`config.mk`:
```
export PLATFORM = sky130hd
export DESIGN_NAME = smem_bank_sched
export DESIGN_NICKNAME = d
export VERILOG_FILES = /design/src/rtl/smem_sched_pkg.sv /design/src/rtl/smem_bank_pick.sv /design/src/rtl/smem_bank_sched.sv
export SDC_FILE = /design/constraint.sdc
export NUM_CORES = 1
export LEC_CHECK = 0
export CORE_MARGIN = 1
export CORE_UTILIZATION = 25
export CTS_CLUSTER_DIAMETER = 60
export DETAILED_ROUTE_END_ITERATION = 7
export PLACE_DENSITY_LB_ADDON = 0.12
export RECOVER_POWER = 100
export SYNTH_ARGS = -nofsm -noshare
export SYNTH_HDL_FRONTEND = slang
export SYNTH_HIERARCHICAL = 1
export SYNTH_SLANG_ARGS = --single-unit
```
`constraint.sdc`:
```
create_clock -name clk -period 6.79 [get_ports clk]
set_input_delay 1.358 -clock clk [delete_from_list [all_inputs] [get_ports clk]]
set_output_delay 1.358 -clock clk [all_outputs]
set_load 0.01 [all_outputs]
```
`src/rtl/smem_sched_pkg.sv`:
```
// Shared types and sizing helpers for the shared-memory bank scheduler.
package smem_sched_pkg;

  typedef enum logic {IDLE, ISSUE} state_e;

  function automatic int unsigned sel_bits(input int unsigned n);
    return (n > 1) ? $clog2(n) : 0;
  endfunction

  function automatic int unsigned tid_bits(input int unsigned n);
    return (n > 1) ? $clog2(n) : 1;
  endfunction

  localparam int unsigned BANK_SEL_BITS = sel_bits(2);
  localparam int unsigned LINE_ADDR_W   = 30 - BANK_SEL_BITS;
  localparam int unsigned TID_W         = tid_bits(4);

endpackage

```
`src/rtl/smem_bank_pick.sv`:
```
// Per-bank lowest-lane priority select over the pending lanes, with
// same-address read merging (broadcast).
module smem_bank_pick import smem_sched_pkg::*; #(
  parameter int unsigned NUM_REQS         = 4,
  parameter int unsigned NUM_BANKS        = 2,
  parameter int unsigned WORD_ADDR_WIDTH  = 30,
  parameter int unsigned BANK_ADDR_OFFSET = 0
) (
  input  logic [NUM_REQS-1:0]                     pending,
  input  logic [NUM_REQS*WORD_ADDR_WIDTH-1:0]     addr,
  input  logic                                    rw,
  output logic [NUM_BANKS-1:0]                    bmask,
  output logic [NUM_BANKS*tid_bits(NUM_REQS)-1:0] tid,
  output logic [NUM_REQS-1:0]                     tmask
);

  localparam int unsigned AW   = WORD_ADDR_WIDTH;
  localparam int unsigned TIDW = tid_bits(NUM_REQS);

  function automatic logic [AW-1:0] bank_of(input logic [AW-1:0] a);
    return (a >> BANK_ADDR_OFFSET) & AW'(NUM_BANKS - 1);
  endfunction

  logic          found;
  logic [AW-1:0] win_addr;

  always_comb begin
    bmask    = '0;
    tid      = '0;
    tmask    = '0;
    found    = 1'b0;
    win_addr = '0;
    for (int unsigned b = 0; b < NUM_BANKS; b++) begin
      found    = 1'b0;
      win_addr = '0;
      for (int unsigned r = 0; r < NUM_REQS; r++) begin
        if (pending[r] && !found && bank_of(addr[r*AW +: AW]) == AW'(b)) begin
          found                = 1'b1;
          win_addr             = addr[r*AW +: AW];
          bmask[b]             = 1'b1;
          tid[b*TIDW +: TIDW]  = TIDW'(r);
          tmask[r]             = 1'b1;
        end
      end
      // A matching full address is necessarily in this bank, so reads merge here
      if (found && !rw) begin
        for (int unsigned r = 0; r < NUM_REQS; r++) begin
          if (pending[r] && addr[r*AW +: AW] == win_addr) tmask[r] = 1'b1;
        end
      end
    end
  end

endmodule

```
`src/rtl/smem_bank_sched.sv`:
```
// Bank-conflict scheduler: captures one core request and issues it as a
// sequence of conflict-free bank batches.
module smem_bank_sched import smem_sched_pkg::*; #(
  parameter int unsigned NUM_REQS         = 4,
  parameter int unsigned NUM_BANKS        = 2,
  parameter int unsigned WORD_SIZE        = 4,
  parameter int unsigned WORD_ADDR_WIDTH  = 30,
  parameter int unsigned BANK_ADDR_OFFSET = 0,
  parameter int unsigned TAG_WIDTH        = 10,
  parameter int unsigned PERF_CTR_BITS    = 44
) (
  input  logic                                                        clk,
  input  logic                                                        reset,
  input  logic                                                        core_req_valid,
  input  logic [NUM_REQS-1:0]                                         core_req_tmask,
  input  logic                                                        core_req_rw,
  input  logic [NUM_REQS*WORD_ADDR_WIDTH-1:0]                         core_req_addr,
  input  logic [NUM_REQS*WORD_SIZE-1:0]                               core_req_byteen,
  input  logic [NUM_REQS*WORD_SIZE*8-1:0]                             core_req_data,
  input  logic [TAG_WIDTH-1:0]                                        core_req_tag,
  output logic                                                        core_req_ready,
  output logic                                                        bank_req_valid,
  output logic [NUM_BANKS-1:0]                                        bank_req_bmask,
  output logic                                                        bank_req_rw,
  output logic [NUM_BANKS*(WORD_ADDR_WIDTH-sel_bits(NUM_BANKS))-1:0]  bank_req_addr,
  output logic [NUM_BANKS*WORD_SIZE-1:0]                              bank_req_byteen,
  output logic [NUM_BANKS*WORD_SIZE*8-1:0]                            bank_req_data,
  output logic [NUM_BANKS*tid_bits(NUM_REQS)-1:0]                     bank_req_tid,
  output logic [NUM_REQS-1:0]                                         bank_req_tmask,
  output logic [TAG_WIDTH-1:0]                                        bank_req_tag,
  output logic                                                        bank_req_last,
  input  logic                                                        bank_req_ready,
  output logic [PERF_CTR_BITS-1:0]                                    perf_conflicts
);

  localparam int unsigned AW   = WORD_ADDR_WIDTH;
  localparam int unsigned BS   = sel_bits(NUM_BANKS);
  localparam int unsigned LW   = AW - BS;
  localparam int unsigned TIDW = tid_bits(NUM_REQS);
  localparam int unsigned WS   = WORD_SIZE;
  localparam int unsigned DW   = WORD_SIZE * 8;

  state_e                     state_q, state_d;
  logic [NUM_REQS-1:0]        pending_q, pending_d;
  logic                       rw_q, rw_d;
  logic [NUM_REQS*AW-1:0]     addr_q, addr_d;
  logic [NUM_REQS*WS-1:0]     byteen_q, byteen_d;
  logic [NUM_REQS*DW-1:0]     data_q, data_d;
  logic [TAG_WIDTH-1:0]       tag_q, tag_d;
  logic                       first_q, first_d;
  logic [PERF_CTR_BITS-1:0]   perf_q, perf_d;

  logic [NUM_BANKS-1:0]       pick_bmask;
  logic [NUM_BANKS*TIDW-1:0]  pick_tid;
  logic [NUM_REQS-1:0]        pick_tmask;
  logic                       valid, last, fire, accept;

  smem_bank_pick #(
    .NUM_REQS         (NUM_REQS),
    .NUM_BANKS        (NUM_BANKS),
    .WORD_ADDR_WIDTH  (WORD_ADDR_WIDTH),
    .BANK_ADDR_OFFSET (BANK_ADDR_OFFSET)
  ) u_pick (
    .pending (pending_q),
    .addr    (addr_q),
    .rw      (rw_q),
    .bmask   (pick_bmask),
    .tid     (pick_tid),
    .tmask   (pick_tmask)
  );

  function automatic logic [LW-1:0] line_of(input logic [AW-1:0] a);
    logic [AW-1:0] lo_mask;
    logic [AW-1:0] hi;
    lo_mask = (AW'(1) << BANK_ADDR_OFFSET) - AW'(1);
    hi      = (a >> (BANK_ADDR_OFFSET + BS)) << BANK_ADDR_OFFSET;
    return LW'(hi | (a & lo_mask));
  endfunction

  assign valid          = (state_q == ISSUE);
  assign last           = (pending_q & ~pick_tmask) == '0;
  assign fire           = valid && bank_req_ready;
  assign core_req_ready = reset && (!valid || (fire && last));
  assign accept         = core_req_valid && core_req_ready;

  always_comb begin
    state_d   = state_q;
    pending_d = pending_q;
    rw_d      = rw_q;
    addr_d    = addr_q;
    byteen_d  = byteen_q;
    data_d    = data_q;
    tag_d     = tag_q;
    first_d   = first_q;
    perf_d    = perf_q;
    if (fire) begin
      pending_d = pending_q & ~pick_tmask;
      first_d   = 1'b0;
      if (!first_q) perf_d = perf_q + PERF_CTR_BITS'(1);
      if (last) state_d = IDLE;
    end
    // Accept is only possible when idle or on a last fire, so it overrides the retire
    if (accept) begin
      pending_d = core_req_tmask;
      rw_d      = core_req_rw;
      addr_d    = core_req_addr;
      byteen_d  = core_req_byteen;
      data_d    = core_req_data;
      tag_d     = core_req_tag;
      first_d   = 1'b1;
      state_d   = (core_req_tmask != '0) ? ISSUE : IDLE;
    end
  end

  always_ff @(posedge clk) begin
    if (!reset) begin
      state_q   <= IDLE;
      pending_q <= '0;
      rw_q      <= 1'b0;
      addr_q    <= '0;
      byteen_q  <= '0;
      data_q    <= '0;
      tag_q     <= '0;
      first_q   <= 1'b0;
      perf_q    <= '0;
    end else begin
      state_q   <= state_d;
      pending_q <= pending_d;
      rw_q      <= rw_d;
      addr_q    <= addr_d;
      byteen_q  <= byteen_d;
      data_q    <= data_d;
      tag_q     <= tag_d;
      first_q   <= first_d;
      perf_q    <= perf_d;
    end
  end

  always_comb begin
    bank_req_addr   = '0;
    bank_req_byteen = '0;
    bank_req_data   = '0;
    for (int unsigned b = 0; b < NUM_BANKS; b++) begin
      if (pick_bmask[b]) begin
        bank_req_addr[b*LW +: LW]   = line_of(addr_q[int'(pick_tid[b*TIDW +: TIDW])*AW +: AW]);
        bank_req_byteen[b*WS +: WS] = byteen_q[int'(pick_tid[b*TIDW +: TIDW])*WS +: WS];
        bank_req_data[b*DW +: DW]   = data_q[int'(pick_tid[b*TIDW +: TIDW])*DW +: DW];
      end
    end
  end

  assign bank_req_valid = valid;
  assign bank_req_bmask = pick_bmask;
  assign bank_req_rw    = rw_q;
  assign bank_req_tid   = pick_tid;
  assign bank_req_tmask = pick_tmask;
  assign bank_req_tag   = tag_q;
  assign bank_req_last  = valid && last;
  assign perf_conflicts = perf_q;

endmodule

```
==> summary.txt, run 1 <==
Synth
  – Synthesized area: 21010 um2
  – Top post-synthesis cells by count: 662 x nand2_1, 325 x dfxtp_1, 280 x o21ai_1, 143 x clkbuf_1, 142 x and2_1
  – Synth Instances: 2591
  – Register area share after synthesis: 30.97%
  – Post-synth top area share: 30.97%
  – Yosys cell types: 88
  – Top post-synthesis cells by area: dfxtp_1 31%, mux4_2 14%, nand2_1 12%, o21ai_1 6.7%, and2_1 4.2%
  – Synth Area per Inst: 8.109 um2
  – Post-synth top area cell: dfxtp_1
  – Async set or reset register ratio after synthesis: 0%
  – Synth Warn #: 6
  – Synth Register Bits: 325
  – Mapped Nets: 2875
  – Most frequent cell after synthesis: nand2_1
  – EDFF count, synth: 0
  – Top FF cell, synth: dfxtp_1

STA
  – Period utilisation layout: 98.41%
  – Slew headroom: 4.343%
  – Worst Tran Pin Value: 1435 ps
  – Min Clock Period, post-route: 6682 ps
  – Achievable frequency: 149.7 MHz
  – Max-slew violations: 0
  – Final setup fails: 0
  – Worst clock skew: 23.00 ps
  – Final number of hold-violating endpoints: 0

Placed design
  – Placer Congestion: 0.9788
  – Hpwl dp: 84860 um
  – Placed cell count: 4045
  – PortBufs: 480

Clock tree
  – Worst-Skew Late Latency: 610 ps
  – # clock sinks: 325
  – Root Buffer: clkbuf_16
  – H-tree depth: 2
  – Total CTS buffers: 47
  – Clock Pin Slew Worst Setup and Hold Paths: 60 ps
  – CTS tree: built
  – CTS Hold Bufs: 0
  – Max Root-Sink Buffers: 3

Worst setup path
  – Critical-path cell list: nor2b_4 -> buf_4 -> or4_4 -> buf_4 -> o21ai_0 -> o22ai_2 -> nand4_1 -> nor4_4 -> nand4_1 -> nand4_1 -> nor2b_1 -> a2111oi_4 -> buf_4 -> nand2_1 -> a21oi_1 -> clkdlybuf4s50_1
  – Req. time, crit path: 5430 ps
  – CP Capture Type: output port
  – Slowest-stage cell, CP: clkdlybuf4s50_1
  – Crit Path Max Fanout: 20
  – Crit path kind: flop to output port
  – Crit path launch type: flop
  – Critical path arrival: 5320 ps
  – Worst path max stage delay: 570 ps

Floorplanning
  – Die Width: 291.9 um
  – Core footprint: 82640 um2
  – Die area: 85200 um2
  – # rows: 105
  – I/O Pins: 481
  – Die Y: 291.9 um
  – Initial Util: 25.43%

Routing
  – Routed length per instance: 27.71 um
  – Vias: 22.68k
  – DRC violations left: 3
  – Via density: 5.472
  – Total wire length: 114900 um
  – DR pass1 iterations: 8
  – Initial DRC Count: 1971
  – Post-DRT Antenna Nets: 0

Flow run
  – Max-Cap Viols: 0

Power
  – Pwr dens: 224.0 nW/um2
  – Logic pwr share: 24.9%
  – Max VDD drop: 0.0001524 V
  – Net Sw Power: 2.206 mW
  – Clock share of power: 37.9%
  – Final Power: 6.513 mW
  – Sw frac: 33.87%
  – Lkg Pwr: 10.65 nW
  – Flop pwr share: 37.2%
  – Internal Power: 4.307 mW

Run status
  – Failing checks: DRC
  – Status: finished with violations

Global routing
  – Antenna violations before repair: 21
  – Largest net degree at the start of global routing: 199
  – First-pass GRT wire length: 163400 um
  – Number of global-route vias before repair: 22.59k
  – GRT Util Overall: 26.12%
  – Gr ovfl total: 0

Min path
  – Worst Hold Class: flop to flop

Final layout
  – Share of layout cells above drive strength 1: 13.40%
  – Final core utilization: 35.18%
  – Fin cells: 4145
  – Area growth from synthesis to layout: 38.36%
  – Fillers: 8594
  – # nets final: 3316
cell type report:
type	instances	area [um2]	share of cell area (%)
Multi-Input combinational cell	2018	13480	46.38
Sequential cell	325	6513	22.40
Timing Repair Buffer	618	6082	20.92
Clock buffer	66	1339	4.606
Tap cell	1070	1339	4.606
Clock inverter	19	215.2	0.7403
Inverter	22	82.58	0.2841
Antenna cell	7	17.52	0.06026
cell families (layout without fill, tap and decap cells):
family / count (synthesis) / count (layout) / synth area share, %
multiplexers: 146 / 146 / 14.70
AO/OA/AOI/OAI: 612 / 612 / 18.44
buffers and inverters: 248 / 725 / 5.294
XOR/XNOR: 95 / 95 / 3.960
flip-flops: 325 / 325 / 30.97
other: 0 / 7 / 0
AND/OR/NAND/NOR: 1164 / 1164 / 26.58
adder cells (fa/ha/maj): 1 / 1 / 0.05954
registers in the layout (all words and copies together) (netlist names):
signal          cells
bank_req_valid      1
bank_req_rw         1
data_q            128
byteen_q           16
pending_q           4
first_q             1
perf_conflicts     44
addr_q            120
bank_req_tag       10
cell usage in the layout, fill, tap and decap left out, types with 9 or more instances in the layout:
master / netlist / routed
o211ai_1: 9 / 9
dfxtp_1: 325 / 322
nand4_1: 49 / 49
xor2_1: 54 / 54
nand2_1: 662 / 660
o221ai_1: 13 / 13
clkbuf_1: 143 / 11
a31oi_1: 26 / 24
o22ai_1: 14 / 13
nor3_1: 18 / 16
inv_1: 20 / 20
buf_12: 0 / 18
nand2b_1: 17 / 14
a222oi_1: 14 / 14
a22oi_1: 15 / 15
nor2b_1: 9 / 9
dlygate4sd3_1: 0 / 57
mux4_2: 130 / 130
buf_4: 27 / 117
a31o_2: 15 / 15
nand3_1: 70 / 67
a211oi_1: 9 / 9
a221oi_1: 19 / 19
and2_1: 142 / 139
mux2i_1: 15 / 15
or3_1: 11 / 11
a21oi_1: 58 / 55
and3_1: 25 / 25
o21ai_1: 280 / 280
clkdlybuf4s50_1: 0 / 422
nor4_1: 20 / 30
nor2_1: 75 / 74
xnor2_1: 41 / 41
clkbuf_16: 0 / 48
o21ai_0: 37 / 36
and3b_1: 18 / 18
metal layers:
metal  track usage, %  share of wire (%)  vias to the layer above  routed length [um]
met4            11.60                4.7                       26                5370
met3            5.861                7.5                      281                8639
met2            44.36                 48                      941               55410
li1                 -                  -                    10248                   -
met1            31.39                 39                    11185               45270
met5                0               0.14                        -                 164
critical path: cells and delay by family (launching register included):
family	cells	cell delay [ps]
compound gates	4	1010
buf+inv	4	1310
flops	1	490
simple gates	8	1880
worst paths after layout:
check | from | endpoint | slack (ps) | cells past startpoint
setup / recovery | pending_q[0] | core_req_ready | 110 | 16
hold / removal | bank_req_tag[9] | bank_req_tag[9] | 450 | 2
setup reg to reg | pending_q[0] | addr_q[60] | 1610 | 18
hold reg to reg | bank_req_tag[9] | bank_req_tag[9] | 450 | 2
timing repair:
item,4_1_cts,5_1_grt
pin swaps,2,5
setup endpoints to repair,2,2
gates resized for setup,14,25
setup buffers,3,5
power by group through the flow:
stage / registers [mW] / logic [mW] / clock network, mW
after global placement: 2.44 / 1.60 / 0
after floorplan: 2.27 / 0.865 / 0
after global routing: 2.44 / 1.72 / 2.62
after detailed placement: 2.45 / 1.59 / 0
after CTS: 2.41 / 1.61 / 2.55
final: 2.42 / 1.62 / 2.47
stage by stage:
| step | cell area, um2 | setup WS [ps] | hold slack (ps) | TNS [ps] |
|---|---|---|---|---|
| 2_1_floorplan | 21010 | 1883 | 435.0 | 0 |
| 3_3_place_gp | 27360 | 204.7 | 435.3 | 0 |
| 3_5_place_dp | 27360 | 239.1 | 442.2 | 0 |
| 4_1_cts | 29000 | 3.252 | 454.1 | 0 |
| 5_1_grt | 29060 | -44.93 | 465.2 | -44.93 |
| 6_report | 29070 | 107.7 | 445.1 | 0 |
Power figures use the tool's default switching activity.
==> inputs of run 2 (changes only) <==
--- a/config.mk
+++ b/config.mk
@@ -9,8 +9,10 @@
 export CORE_UTILIZATION = 25
 export CTS_CLUSTER_DIAMETER = 60
 export DETAILED_ROUTE_END_ITERATION = 7
+export MAX_ROUTING_LAYER = met4
 export PLACE_DENSITY_LB_ADDON = 0.12
 export RECOVER_POWER = 100
+export SKIP_LAST_GASP = 1
 export SYNTH_ARGS = -nofsm -noshare
 export SYNTH_HDL_FRONTEND = slang
 export SYNTH_HIERARCHICAL = 1
==> run 2 against run 1 <==
The flow now finishes without violations. Global-route usage up 2.0 points. Combinational power down 4%. Clock skew down 7.6 ps. Register-to-register slack worse by 1300 ps. Final cell count up 0.39%. Utilization down 0.17 points. Maximum frequency up 1.1%. First-iteration DRC count down 5.8%. Non-clock buffer count up 5. Largest power group unchanged.
==> summary.txt, run 2 (synthesized netlist as in run 1, its figures left out) <==
Global routing
  – Gr ovfl total: 0
  – Largest net degree at the start of global routing: 87
  – Antenna violations before repair: 16
  – First-pass GRT wire length: 168900 um
  – GRT Util Overall: 28.10%
  – Number of global-route vias before repair: 22.79k

Final layout
  – Most frequent cells in the layout: 660 x nand2_1, 321 x dfxtp_1, 299 x clkdlybuf4s50_1
  – Biggest register: data_q
  – Fin cells: 4161
  – Max FFs per register: 128
  – Share of layout cells above drive strength 1: 13.14%
  – Area growth from synthesis to layout: 37.70%
  – Most common cell after layout, fill and taps aside: nand2_1
  – # nets final: 3324

STA
  – Min Clock Period, post-route: 6612 ps
  – Period utilisation layout: 97.38%
  – TNS Setup: 0 ps
  – Final number of hold-violating endpoints: 0
  – Final hold slack: 459.8 ps
  – RSZ-0062 raised after global routing: no
  – Worst Tran Pin Value: 1400 ps
  – Worst clock skew: 15.39 ps
  – Max-slew violations: 0
  – Achievable frequency: 151.2 MHz
  – Slew headroom: 6.678%
  – Final setup fails: 0

Flow run
  – Max-Cap Viols: 0

Placed design
  – Placed cell count: 4056
  – Hpwl dp: 89110 um
  – Placer Congestion: 0.9783
  – PortBufs: 480

Min path
  – Hold depth: 2
  – Min-delay src: bank_req_tag[8]
  – Min-Delay Endpoint: bank_req_tag[8]
  – Worst Hold Class: flop to flop

Worst setup path
  – Worst r2r dst: addr_q[95]
  – Slowest-stage cell, CP: clkdlybuf4s50_1
  – CP Capture Type: output port
  – Crit Reg-Reg Startpoint: pending_q[0]
  – Most common cell on crit path: buf_4
  – Worst path max stage delay: 560 ps
  – Crit path kind: flop to output port
  – Critical path arrival: 5250 ps
  – Req. time, crit path: 5430 ps
  – Critical-path cell list: nor2b_4 -> buf_4 -> or4_4 -> o21ai_0 -> o22ai_1 -> nand4_1 -> nor4_1 -> buf_4 -> nand4_1 -> buf_4 -> nand4_1 -> nor2b_1 -> a2111oi_4 -> buf_4 -> nand2_1 -> a21oi_1 -> clkdlybuf4s50_1
  – Crit Path Max Fanout: 16
  – R2R setup slack: 360 ps
  – Crit path launch type: flop
  – R2R cell count: 18

Routing
  – Initial DRC Count: 1857
  – Total wire length: 119800 um
  – Via density: 5.459
  – DRC violations left: 0
  – Vias: 22.71k
  – Post-DRT Antenna Nets: 0
  – DR pass1 iterations: 7
  – Routed length per instance: 28.78 um

Clock tree
  – CTS tree: built
  – Root Buffer: clkbuf_16
  – CTS Hold Bufs: 0
  – Total CTS buffers: 49
  – H-tree depth: 2
  – # clock sinks: 325
  – Max Root-Sink Buffers: 3
  – Clock Pin Slew Worst Setup and Hold Paths: 50 ps
  – Worst-Skew Late Latency: 600 ps

Floorplanning
  – Die Y: 291.9 um
  – # rows: 105
  – Die area: 85200 um2
  – Core footprint: 82640 um2
  – I/O Pins: 481
  – Die Width: 291.9 um
  – Initial Util: 25.43%

Run status
  – Status: completed

Power
  – Max VDD drop: 0.0001669 V
  – Pwr dens: 228.8 nW/um2
  – Lkg Pwr: 10.98 nW
==> run 2: cell types whose count changed in the layout (fill, tap and decap cells not counted), sizes merged, moves of 3 or more <==
| cell | delta |
|---|---|
| buf | -11 |
| bufinv | +3 |
| clkbuf | +17 |
| clkdlybuf4s50 | -123 |
| clkinv | -3 |
| diode | +9 |
| dlygate4sd3 | +123 |
==> run 2: layout make-up <==
cell class	instances	area (um2)
inverter	22	82.58
tap	1070	1339
multi-input combinational	2019	13440
timing repair buffer	623	5872
antenna	16	40.04
fill	8694	53700
sequential	325	6514
clock inverter	19	285.3
clock buffer	67	1364
==> run 2: report_power, final <==
part	total (mW)	switching [mW]	internal, mW
clock network	2.61	1.01	1.60
registers	2.45	0.367	2.09
logic	1.55	0.839	0.714
total	6.62	2.22	4.40
==> run 2: what timing repair did <==
item / in CTS / in global routing
resized for setup: 15 / 11
setup buffers: 0 / 2
pin swaps: 1 / 3
setup endpoints to repair: 2 / 2
gates cloned: 1 / 0
==> run 2: routing by layer <==
metal | global-route usage, % | share of wire, %
met3 | 5.427 | 6.7
met5 | - | 0
met4 | 9.178 | 3.6
met2 | 47.56 | 49
met1 | 33.33 | 40
==> run 2: worst max-delay path by stage <==
| stage | startpoint | endpoint | slack [ps] | cells past startpoint |
|---|---|---|---|---|
| finish | pending_q[0] | core_req_ready | 180 | 17 |
| global route | pending_q[0] | core_req_ready | 20 | 17 |
| CTS | pending_q[3] | core_req_ready | 4 | 16 |
| detailed placement | addr_q[30] | core_req_ready | 220 | 14 |
| global placement | addr_q[30] | core_req_ready | 80 | 14 |
| floorplan | addr_q[0] | core_req_ready | 1880 | 12 |
==> run 2: worst max-delay path: cells and delay by family (launching register included) <==
kind	cells	cell delay [ps]
simple gates	8	1630
flops	1	460
buf+inv	5	1370
compound gates	4	1160
==> run 2: metrics by stage <==
step | setup slack (ps) | instance area, um2 | power [mW] | util [%]
3_3_place_gp | 79.49 | 27440 | 4.090 | 33.20
5_1_grt | 17.19 | 28920 | 6.878 | 35.00
4_1_cts | 4.230 | 29150 | 6.744 | 35.28
3_5_place_dp | 222.9 | 27440 | 4.091 | 33.20
6_report | 177.7 | 28930 | 6.620 | 35.01
2_1_floorplan | 1883 | 21010 | 3.140 | -
==> inputs of run 3 (changes only) <==
--- a/config.mk
+++ b/config.mk
@@ -13,6 +13,7 @@
 export PLACE_DENSITY_LB_ADDON = 0.12
 export RECOVER_POWER = 100
 export SKIP_LAST_GASP = 1
+export SLEW_MARGIN = 10
 export SYNTH_ARGS = -nofsm -noshare
 export SYNTH_HDL_FRONTEND = slang
 export SYNTH_HIERARCHICAL = 1
==> constraint.sdc (replaced) <==
create_clock -name clk -period 6.79 [get_ports clk]
set_input_delay 1.0185 -clock clk [delete_from_list [all_inputs] [get_ports clk]]
set_output_delay 1.0185 -clock clk [all_outputs]
set_load 0.01 [all_outputs]
==> run 3 against run 2 <==
Largest power group unchanged. Final cell count fell by 0.17%. Setup slack improved by 16 ps. The flow now finishes with violations (capacitance limit, slew limit). Utilization fell by 0.26 points. Maximum frequency rose by 0.24%. Combinational power barely moved.
==> summary.txt, run 3 (synthesized netlist as in run 1, its figures left out) <==
Routing
  – DRC violations left: 0
  – Total wire length: 113500 um
  – DR pass1 iterations: 6
  – Vias: 22.51k
  – Via density: 5.418
  – Initial DRC Count: 2056
  – Routed length per instance: 27.33 um
  – Post-DRT Antenna Nets: 0

Floorplanning
  – Core footprint: 82640 um2
  – Die area: 85200 um2
  – Die Width: 291.9 um
  – Initial Util: 25.43%
  – I/O Pins: 481
  – # rows: 105
  – Die Y: 291.9 um

Worst setup path
  – R2R setup slack: 400 ps
  – Crit path kind: flop to output port
  – Slowest-stage cell, CP: or4_4
  – Crit Path Max Fanout: 31
  – Crit path launch type: flop
  – CP Capture Type: output port
  – Most common cell on crit path: buf_4
  – R2R cell count: 17
  – CP startpoint: pending_q[1]
  – Critical path arrival: 5580 ps
  – Worst path max stage delay: 750 ps
  – Req. time, crit path: 5770 ps
  – Critical-path cell list: buf_4 -> nor2b_2 -> buf_4 -> or4_4 -> and3_1 -> or4_1 -> nor4_1 -> nand4_1 -> o31ai_2 -> inv_1 -> a2111oi_4 -> buf_4 -> nand2_1 -> a21oi_1 -> clkdlybuf4s50_1
  – Crit Reg-Reg Startpoint: pending_q[1]

Clock tree
  – Clock Pin Slew Worst Setup and Hold Paths: 50 ps
  – CTS tree: built
  – Worst-Skew Late Latency: 620 ps
  – # clock sinks: 325
  – Root Buffer: clkbuf_16
  – Max Root-Sink Buffers: 3
  – CTS Hold Bufs: 0
  – H-tree depth: 2
  – Total CTS buffers: 48

Final layout
  – Fillers: 8653
  – Footprint of the multi-input gates: 13340 um2
  – Register area: 6513 um2
  – Most frequent cells in the layout: 661 x nand2_1, 352 x clkdlybuf4s50_1, 322 x dfxtp_1
  – Final core utilization: 34.75%
  – Share of layout cells above drive strength 1: 11.90%
  – # nets final: 3310
  – Area growth from synthesis to layout: 36.66%
  – Max FFs per register: 128
  – Biggest register: data_q
  – Most common cell after layout, fill and taps aside: nand2_1

Power
  – Pwr dens: 224.6 nW/um2
  – Final Power: 6.450 mW
  – Lkg Pwr: 10.58 nW
  – Max VDD drop: 0.0001550 V

Placed design
  – Hpwl dp: 83710 um
  – Pre-CTS worst setup slack: 455.3 ps
  – PortBufs: 480
  – Placer Congestion: 1.014

STA
  – Period utilisation layout: 97.15%
  – Achievable frequency: 151.6 MHz
  – Final setup margin: 193.7 ps
  – Min Clock Period, post-route: 6596 ps
  – Worst clock skew: 47.16 ps
  – RSZ-0062 raised after global routing: no
  – Final setup fails: 0
  – Slew headroom: -49.64%
  – Final hold slack: 455.9 ps
  – Final number of hold-violating endpoints: 0
  – TNS Setup: 0 ps
  – Worst Tran Pin Value: 2238 ps
  – Max-slew violations: 70

Run status
  – Status: finished with violations
  – Failing checks: capacitance limit, slew limit

Flow run
  – Max-Cap Viols: 3

Global routing
  – Largest net degree at the start of global routing: 205
  – Number of global-route vias before repair: 22.66k
  – Gr ovfl total: 0
  – Antenna violations before repair: 20
  – First-pass GRT wire length: 161200 um
  – GRT Util Overall: 26.53%

Min path
  – Hold depth: 2
  – Worst Hold Class: flop to flop
  – Min-delay src: data_q[77]
## run 3: report_power, final
part / switching, mW / leakage (nW) / internal, mW
Sequential: 0.336 / 2.68 / 2.09
Clock: 1.03 / 0.770 / 1.45
Combinational: 0.834 / 7.13 / 0.708
## run 3: per-stage QoR
step           instance area [um2]  instances
6_report                     28710       4154
3_5_place_dp                 27370       4042
3_3_place_gp                 27370       4042
2_1_floorplan                21010       2591
4_1_cts                      28950       4132
5_1_grt                      28710       4152
## run 3: final cells by class
type	instances	share of cell area (%)
clock inverter	21	0.7582
sequential	325	22.68
multi-input combinational	2018	46.47
tap	1070	4.663
inverter	22	0.2876
clock buffer	69	4.737
antenna	18	0.1569
timing repair buffer	611	20.25
## run 3: worst max-delay path: cells and delay by family (launching register included)
kind,cells,cell delay [ps]
AND/OR/NAND/NOR,7,2340
buffers and inverters,5,1300
AO/OA/AOI/OAI,3,1020
flip-flops,1,340
## run 3: timing repair
item	in CTS	in global routing
buffers inserted	0	4
pin swaps	0	0
endpoints found under the setup margin	2	1
resized for setup	4	5
## run 3: metal layers
layer | global-route usage (%) | wire, um | vias to the layer above
li1 | - | - | 10249
met1 | 30.19 | 44380 | 11070
met2 | 44.86 | 55740 | 937
met3 | 5.754 | 8017 | 249
met4 | 11.13 | 5376 | 0
met5 | - | 0 | -
## run 3: final timing paths
path | end
worst max register to register | data_q[127]
worst max-delay path | core_req_ready
worst min-delay path | data_q[77]
worst min register to register | data_q[77]
